## src/rtl/keypad_pkg.sv

```systemverilog
// Shared constants for the 4x4 keypad scanner: FSM encoding,
// active-low row patterns, repeat period and small decode helpers.
package keypad_pkg;

    localparam logic [1:0] ST_SCAN     = 2'd0;
    localparam logic [1:0] ST_DEBOUNCE = 2'd1;
    localparam logic [1:0] ST_HELD     = 2'd2;

    localparam logic [3:0] ROW0 = 4'b1110;
    localparam logic [3:0] ROW1 = 4'b1101;
    localparam logic [3:0] ROW2 = 4'b1011;
    localparam logic [3:0] ROW3 = 4'b0111;

    localparam int REPEAT_SCANS = 64;

    // Row pattern -> row index (0 for ROW0 .. 3 for ROW3).
    function automatic logic [1:0] row_index(input logic [3:0] row);
        logic [1:0] idx;
        case (row)
            ROW1:    idx = 2'd1;
            ROW2:    idx = 2'd2;
            ROW3:    idx = 2'd3;
            default: idx = 2'd0;
        endcase
        return idx;
    endfunction

    // Lowest active-low column index; only meaningful when one is low.
    function automatic logic [1:0] col_index(input logic [3:0] col);
        logic [1:0] idx;
        if (!col[0])      idx = 2'd0;
        else if (!col[1]) idx = 2'd1;
        else if (!col[2]) idx = 2'd2;
        else              idx = 2'd3;
        return idx;
    endfunction

    // True when exactly one active-low column is asserted.
    function automatic logic single_low(input logic [3:0] col);
        return $onehot(~col);
    endfunction

    // Next row in the scan rotation 1110->1101->1011->0111->1110.
    function automatic logic [3:0] next_row(input logic [3:0] row);
        return {row[2:0], row[3]};
    endfunction

endpackage

```

## src/rtl/kp_tick_gen.sv

```systemverilog
// Scan-rate divider: counts 0..SCAN_DIV-1 and flags the last count
// as a one-cycle tick that paces every keypad decision.
module kp_tick_gen #(
    parameter int SCAN_DIV = 10000
) (
    input  logic clk,
    input  logic reset,
    output logic tick
);

    localparam int CW = (SCAN_DIV > 2) ? $clog2(SCAN_DIV) : 1;
    localparam logic [CW-1:0] LAST = CW'(SCAN_DIV - 1);

    logic [CW-1:0] cnt;

    assign tick = (cnt == LAST);

    // Free-running wrap counter.
    always_ff @(posedge clk or posedge reset) begin
        if (reset) begin
            cnt <= '0;
        end else if (tick) begin
            cnt <= '0;
        end else begin
            cnt <= cnt + CW'(1);
        end
    end

endmodule

```

## src/rtl/keypad_scanner.sv

```systemverilog
// 4x4 matrix keypad scanner with debounce and a 4-digit entry register.
// Optional auto-repeat while held: define KEYPAD_AUTOREPEAT_EN.
module keypad_scanner
    import keypad_pkg::*;
#(
    parameter int SCAN_DIV       = 10000,
    parameter int DEBOUNCE_SCANS = 4
) (
    input  logic        clk,
    input  logic        reset,
    input  logic [3:0]  col_sense,
    input  logic        clear,
    output logic [3:0]  row_drive,
    output logic        key_valid,
    output logic [3:0]  key_code,
    output logic [15:0] entry_value
);

    localparam int CW = $clog2(DEBOUNCE_SCANS + 1);
    localparam logic [CW-1:0] DB_MAX = CW'(DEBOUNCE_SCANS);
    localparam logic [CW-1:0] DB_ONE = CW'(1);

    logic [3:0]    col_meta;
    logic [3:0]    col_sync;
    logic          tick;
    logic [1:0]    state;
    logic [1:0]    lat_row;
    logic [1:0]    lat_col;
    logic [CW-1:0] db_cnt;
    logic [CW-1:0] rel_cnt;
    logic          one_low;
    logic          all_high;
    logic          only_lat;
    logic [3:0]    lat_pat;
    logic [CW-1:0] db_inc;
    logic [CW-1:0] rel_inc;
    logic          accept;
    logic [3:0]    acc_code;

`ifdef KEYPAD_AUTOREPEAT_EN
    localparam int RW = $clog2(REPEAT_SCANS);
    localparam logic [RW-1:0] RPT_LAST = RW'(REPEAT_SCANS - 1);
    logic [RW-1:0] rpt_cnt;
`endif

    kp_tick_gen #(
        .SCAN_DIV (SCAN_DIV)
    ) u_tick (
        .clk   (clk),
        .reset (reset),
        .tick  (tick)
    );

    // Two-flop synchronizer for the asynchronous column inputs.
    always_ff @(posedge clk or posedge reset) begin
        if (reset) begin
            col_meta <= 4'hF;
            col_sync <= 4'hF;
        end else begin
            col_meta <= col_sense;
            col_sync <= col_meta;
        end
    end

    assign one_low  = single_low(col_sync);
    assign all_high = (col_sync == 4'hF);
    assign lat_pat  = ~(4'b0001 << lat_col);
    assign only_lat = (col_sync == lat_pat);
    assign db_inc   = db_cnt + DB_ONE;
    assign rel_inc  = rel_cnt + DB_ONE;

    // Decide on this tick whether a key is accepted and with which code.
    always_comb begin
        accept   = 1'b0;
        acc_code = {lat_row, lat_col};
        case (state)
            ST_SCAN: begin
                acc_code = {row_index(row_drive), col_index(col_sync)};
                accept   = tick && one_low && (DEBOUNCE_SCANS == 1);
            end
            ST_DEBOUNCE: begin
                accept = tick && only_lat && (db_inc == DB_MAX);
            end
            ST_HELD: begin
`ifdef KEYPAD_AUTOREPEAT_EN
                accept = tick && !all_high && (rpt_cnt == RPT_LAST);
`else
                accept = 1'b0;
`endif
            end
            default: begin
                accept = 1'b0;
            end
        endcase
    end

    // Scan/debounce/held state machine; it only moves on tick cycles.
    always_ff @(posedge clk or posedge reset) begin
        if (reset) begin
            state     <= ST_SCAN;
            row_drive <= ROW0;
            lat_row   <= 2'd0;
            lat_col   <= 2'd0;
            db_cnt    <= '0;
            rel_cnt   <= '0;
        end else if (tick) begin
            case (state)
                ST_SCAN: begin
                    if (one_low) begin
                        lat_row <= row_index(row_drive);
                        lat_col <= col_index(col_sync);
                        db_cnt  <= DB_ONE;
                        rel_cnt <= '0;
                        if (DEBOUNCE_SCANS == 1) begin
                            state <= ST_HELD;
                        end else begin
                            state <= ST_DEBOUNCE;
                        end
                    end else begin
                        row_drive <= next_row(row_drive);
                    end
                end
                ST_DEBOUNCE: begin
                    if (only_lat) begin
                        db_cnt <= db_inc;
                        if (db_inc == DB_MAX) begin
                            state   <= ST_HELD;
                            rel_cnt <= '0;
                        end
                    end else begin
                        state     <= ST_SCAN;
                        db_cnt    <= '0;
                        row_drive <= next_row(row_drive);
                    end
                end
                ST_HELD: begin
                    if (all_high) begin
                        if (rel_inc == DB_MAX) begin
                            state   <= ST_SCAN;
                            rel_cnt <= '0;
                            db_cnt  <= '0;
                        end else begin
                            rel_cnt <= rel_inc;
                        end
                    end else begin
                        rel_cnt <= '0;
                    end
                end
                default: begin
                    state <= ST_SCAN;
                end
            endcase
        end
    end

`ifdef KEYPAD_AUTOREPEAT_EN
    // Repeat period counts only ticks where the key is still down.
    always_ff @(posedge clk or posedge reset) begin
        if (reset) begin
            rpt_cnt <= '0;
        end else if (tick) begin
            if (state != ST_HELD) begin
                rpt_cnt <= '0;
            end else if (!all_high) begin
                if (rpt_cnt == RPT_LAST) begin
                    rpt_cnt <= '0;
                end else begin
                    rpt_cnt <= rpt_cnt + RW'(1);
                end
            end
        end
    end
`endif

    // Key pulse, last code and entry shift register; clear wins the shift.
    always_ff @(posedge clk or posedge reset) begin
        if (reset) begin
            key_valid   <= 1'b0;
            key_code    <= 4'h0;
            entry_value <= 16'h0000;
        end else begin
            key_valid <= accept;
            if (accept) begin
                key_code <= acc_code;
            end
            if (clear) begin
                entry_value <= 16'h0000;
            end else if (accept) begin
                entry_value <= {entry_value[11:0], acc_code};
            end
        end
    end

endmodule

```

## config.mk

```make
export PLATFORM = sky130hd
export DESIGN_NAME = keypad_scanner
export DESIGN_NICKNAME = d
export VERILOG_FILES = /design/src/rtl/keypad_pkg.sv /design/src/rtl/kp_tick_gen.sv /design/src/rtl/keypad_scanner.sv
export SDC_FILE = /design/constraint.sdc
export NUM_CORES = 1
export LEC_CHECK = 0
export BUFFER_PORTS_ARGS = -buffer_cell sky130_fd_sc_hd__buf_2
export CORE_MARGIN = 1.5
export CORE_UTILIZATION = 45
export CTS_CLUSTER_DIAMETER = 80
export DETAILED_ROUTE_END_ITERATION = 16
export HOLD_SLACK_MARGIN = 0.08
export SLEW_MARGIN = 20
export SYNTH_ARGS = -nofsm -noshare
export SYNTH_HDL_FRONTEND = slang
export SYNTH_HIERARCHICAL = 1
export SYNTH_SLANG_ARGS = --single-unit
```

## constraint.sdc

```tcl
create_clock -name clk -period 7.95 [get_ports clk]
set_input_delay 1.1925 -clock clk [delete_from_list [all_inputs] [get_ports clk]]
set_output_delay 1.1925 -clock clk [all_outputs]
set_load 0.1 [all_outputs]
```

==> impl_metrics.yaml <==
floorplanning:
  ios: 32
  die_h_um: 81.7
  chipWidth_um: 81.7
  row_count: 28
  start_util_pct: 46.7
  dieArea_um2: 6670
  coreArea_um2: 5960
place:
  hpwl_um: 3490
  io_buffers: 31
  place_congestion: 0.751
timing:
  rsz0062_at_grt: "false"
  period_share_pct: 36.8
  relSlewSlack_pct: 38.1
  finalHoldViolations: 0
  fmax_mhz: 342
  report.final.slew_viol_count: 0
  hold_slack_ns: 0.355
  worst_pin_slew_ns: 0.927
  min_period_ns: 2.92
  finClkSkew_ns: 0.0125
  setup-tns-final_ns: 0
  finalSetupViolations: 0
yosys:
  synth_edf_count: 0
  ys.flop_type: "dfrtp_1"
  syn_inst: 252
  synth_fa_ha_area_share_pct: 6.56
  synth_xor_area_share_pct: 3.46
  synth.area.mux_share_pct: 5.62
  post_synth.cell_area_avg_um2: 11.0
  synth_warnings: 6
  synth_largest_area_cell: "dfrtp_1"
  synth-compound-area-share_pct: 10.4
  syn_area_um2: 2780
  synth_top_cells_by_area: "dfrtp_1, dfstp_2, ha_1"
  async_flop_share_pct: 100
  synth_cell_types: 48
  synth-seq-area-share_pct: 53.5
  synth_nets: 273
  synth-simple-area-share_pct: 17.5
  yosysTopAreaCellShare_pct: 43.1
  ys_ff_latch: 59
  synth_top_family_by_area: "simple AND/OR/NAND/NOR gates"
clock_tree:
  cts_tree: "yes"
  ctsResizeCount: 0
  cts_root_buf: "clkbuf_8"
  ctsHoldBuffers: 0
  clk_pin_slew_ns: 0.07
  numClockSinks: 59
  insertion_delay_ns: 0.34
  post_cts_buffers: 0
  cts_buffers: 9
  htree_levels: 3
  max-clock-path-buffers: 2
route:
  drt-initial-drc-count: 96
  drtPass1Iterations: 4
  routed_wl_um: 4960
  drc: 0
  postRouteAntennaNets: 0
  vias_per_cell: 5.14
  vias: 1891
  wl_per_cell_um: 13.5
global_route:
  grt_max_degree: 46
  grt_pass1_wl_um: 8670
  grt_remaining_overflow: 0
  antenna_found_initial: 0
  grtUsageTotal_pct: 17.4
  grt_pass1_vias: 1873
outcome:
  status: "completed"
power_and_ir_drop:
  internal_power_mw: 0.487
  clock_power_share_pct: 48.8
  power_density_nw_per_um2: 194
  p_sw_mw: 0.139
  p_sw_share_pct: 22.3
  pwr-share-seq_pct: 48.8
  combPwrFrac_pct: 2.5
  ir_drop_v: 0.000102
  leakagePower_nw: 1.55
final_layout:
  nFillCells: 540
  nNetsFinal: 309
  n_antenna_cell: 0
  syn_to_final_growth_pct: 16.0
  utilization_pct: 54.2
  drive_gt1_share_pct: 28.3
  final_common_cell: "dfrtp_1"
  layout_common_cells: "dfrtp_1, nand2_1, buf_2"
critical_path:
  path_cells: "fa_1 > inv_1 > ha_1 > ha_1 > nor3b_1 > o21ai_0 > or2_2 > a21oi_1 > mux2_2"
  cp-start-kind: "flop"
  worstPathArrival_ns: 3.15
  critPathMaxStageDelay_ns: 0.58
  slowest_stage: "dfstp_2"
  crit_required_ns: 8.17
  cp-end-kind: "flop"
  path_class: "reg2reg"
  path_common_cell: "ha_1"
  cp_max_fo: 6
worst_hold_path:
  hold_class: "reg2reg"
flow_run:
  drv_cap: 0
[worst max-delay path: cells and delay by family (launching register included)]
kind / cells / cell delay, ns
AO/OA/AOI/OAI: 2 / 0.40
buffers and inverters: 1 / 0.06
AND/OR/NAND/NOR: 2 / 0.64
multiplexers: 1 / 0.37
adder cells (fa/ha/maj): 3 / 0.77
flip-flops: 1 / 0.58
[final timing paths]
path / start / to / slack, ns / depth (start not counted)
min in group asynchronous: reset / u_tick/cnt[6] / 0.88 / 2
min: col_meta[1] / col_sync[1] / 0.35 / 0
max: col_sync[1] / rel_cnt[0] / 5.03 / 9
max reg2reg: col_sync[1] / rel_cnt[0] / 5.03 / 9
max in group asynchronous: reset / row_drive[0] / 6.30 / 2
min reg2reg: col_meta[1] / col_sync[1] / 0.35 / 0
[area by class of cell]
type                            count  area (um2)  area share, %
Sequential cell                    59        1490           46.1
Multi-Input combinational cell    173        1210           37.5
Timing Repair Buffer               31         155           4.80
Clock buffer                        9         124           3.84
Clock inverter                      7         103           3.18
Tap cell                           75        93.8           2.91
Inverter                           14        52.6           1.63
[power groups by stage]
| stage | Clock [mW] | Combinational, mW | Sequential (mW) |
|---|---|---|---|
| floorplan | 0 | 0.0115 | 0.311 |
| global placement | 0 | 0.0161 | 0.311 |
| detailed placement | 0 | 0.0163 | 0.311 |
| CTS | 0.314 | 0.0163 | 0.306 |
| global route | 0.328 | 0.0187 | 0.306 |
| finish | 0.306 | 0.0155 | 0.306 |
[sequential cells by signal (all words and copies together) (netlist names)]
signal and count:
lat_row 2, row_drive 4, key_valid 1, key_code 4, col_meta 4, u_tick/cnt 14
lat_col 2, db_cnt 3, col_sync 4, state 2, entry_value 16, rel_cnt 3
[kinds of logic (layout without fill, tap and decap cells)]
kind of cell	after synthesis	in the layout
XOR/XNOR	11	11
multiplexers	14	14
AO/OA/AOI/OAI	41	41
buffers and inverters	20	61
adder cells (fa/ha/maj)	14	14
flip-flops	59	59
AND/OR/NAND/NOR	93	93
[per-layer routing]
metal  vias to the layer above  routed length (um)  track usage [%]
met4                         0                  61             8.14
met5                         -                   0                0
met3                         7                 184             3.67
met2                        35                2230             27.1
met1                       893                2480             23.2
li1                        956                   -                -
[synth_stat cells, types with 2 or more instances]
cell and instances:
inv_1 13, ha_1 13, o31ai_1 2, nor4_1 2
nand2_1 32, a211oi_1 6, nor3_1 7, nor2b_1 2
nand3_1 7, nand3b_1 2, mux2_2 13, xor2_1 8
or4_1 2, a21oi_1 19, clkbuf_1 3, buf_4 2
o21ai_0 4, or3_1 2, dfrtp_1 48, and3_1 5
and2_1 3, xnor2_1 3, nand4_1 2, nor2_1 18
dfstp_2 11
[stage by stage]
step	instance area (um2)	cells	power (mW)	setup slack, ns
3_5_place_dp	3000	352	0.327	5.00
2_1_floorplan	2780	252	0.322	5.21
6_report	3230	368	0.627	5.03
4_1_cts	3230	368	0.636	5.01
3_3_place_gp	3000	352	0.327	5.07
5_1_grt	3230	368	0.653	4.78
Power figures use the tool's default switching activity.
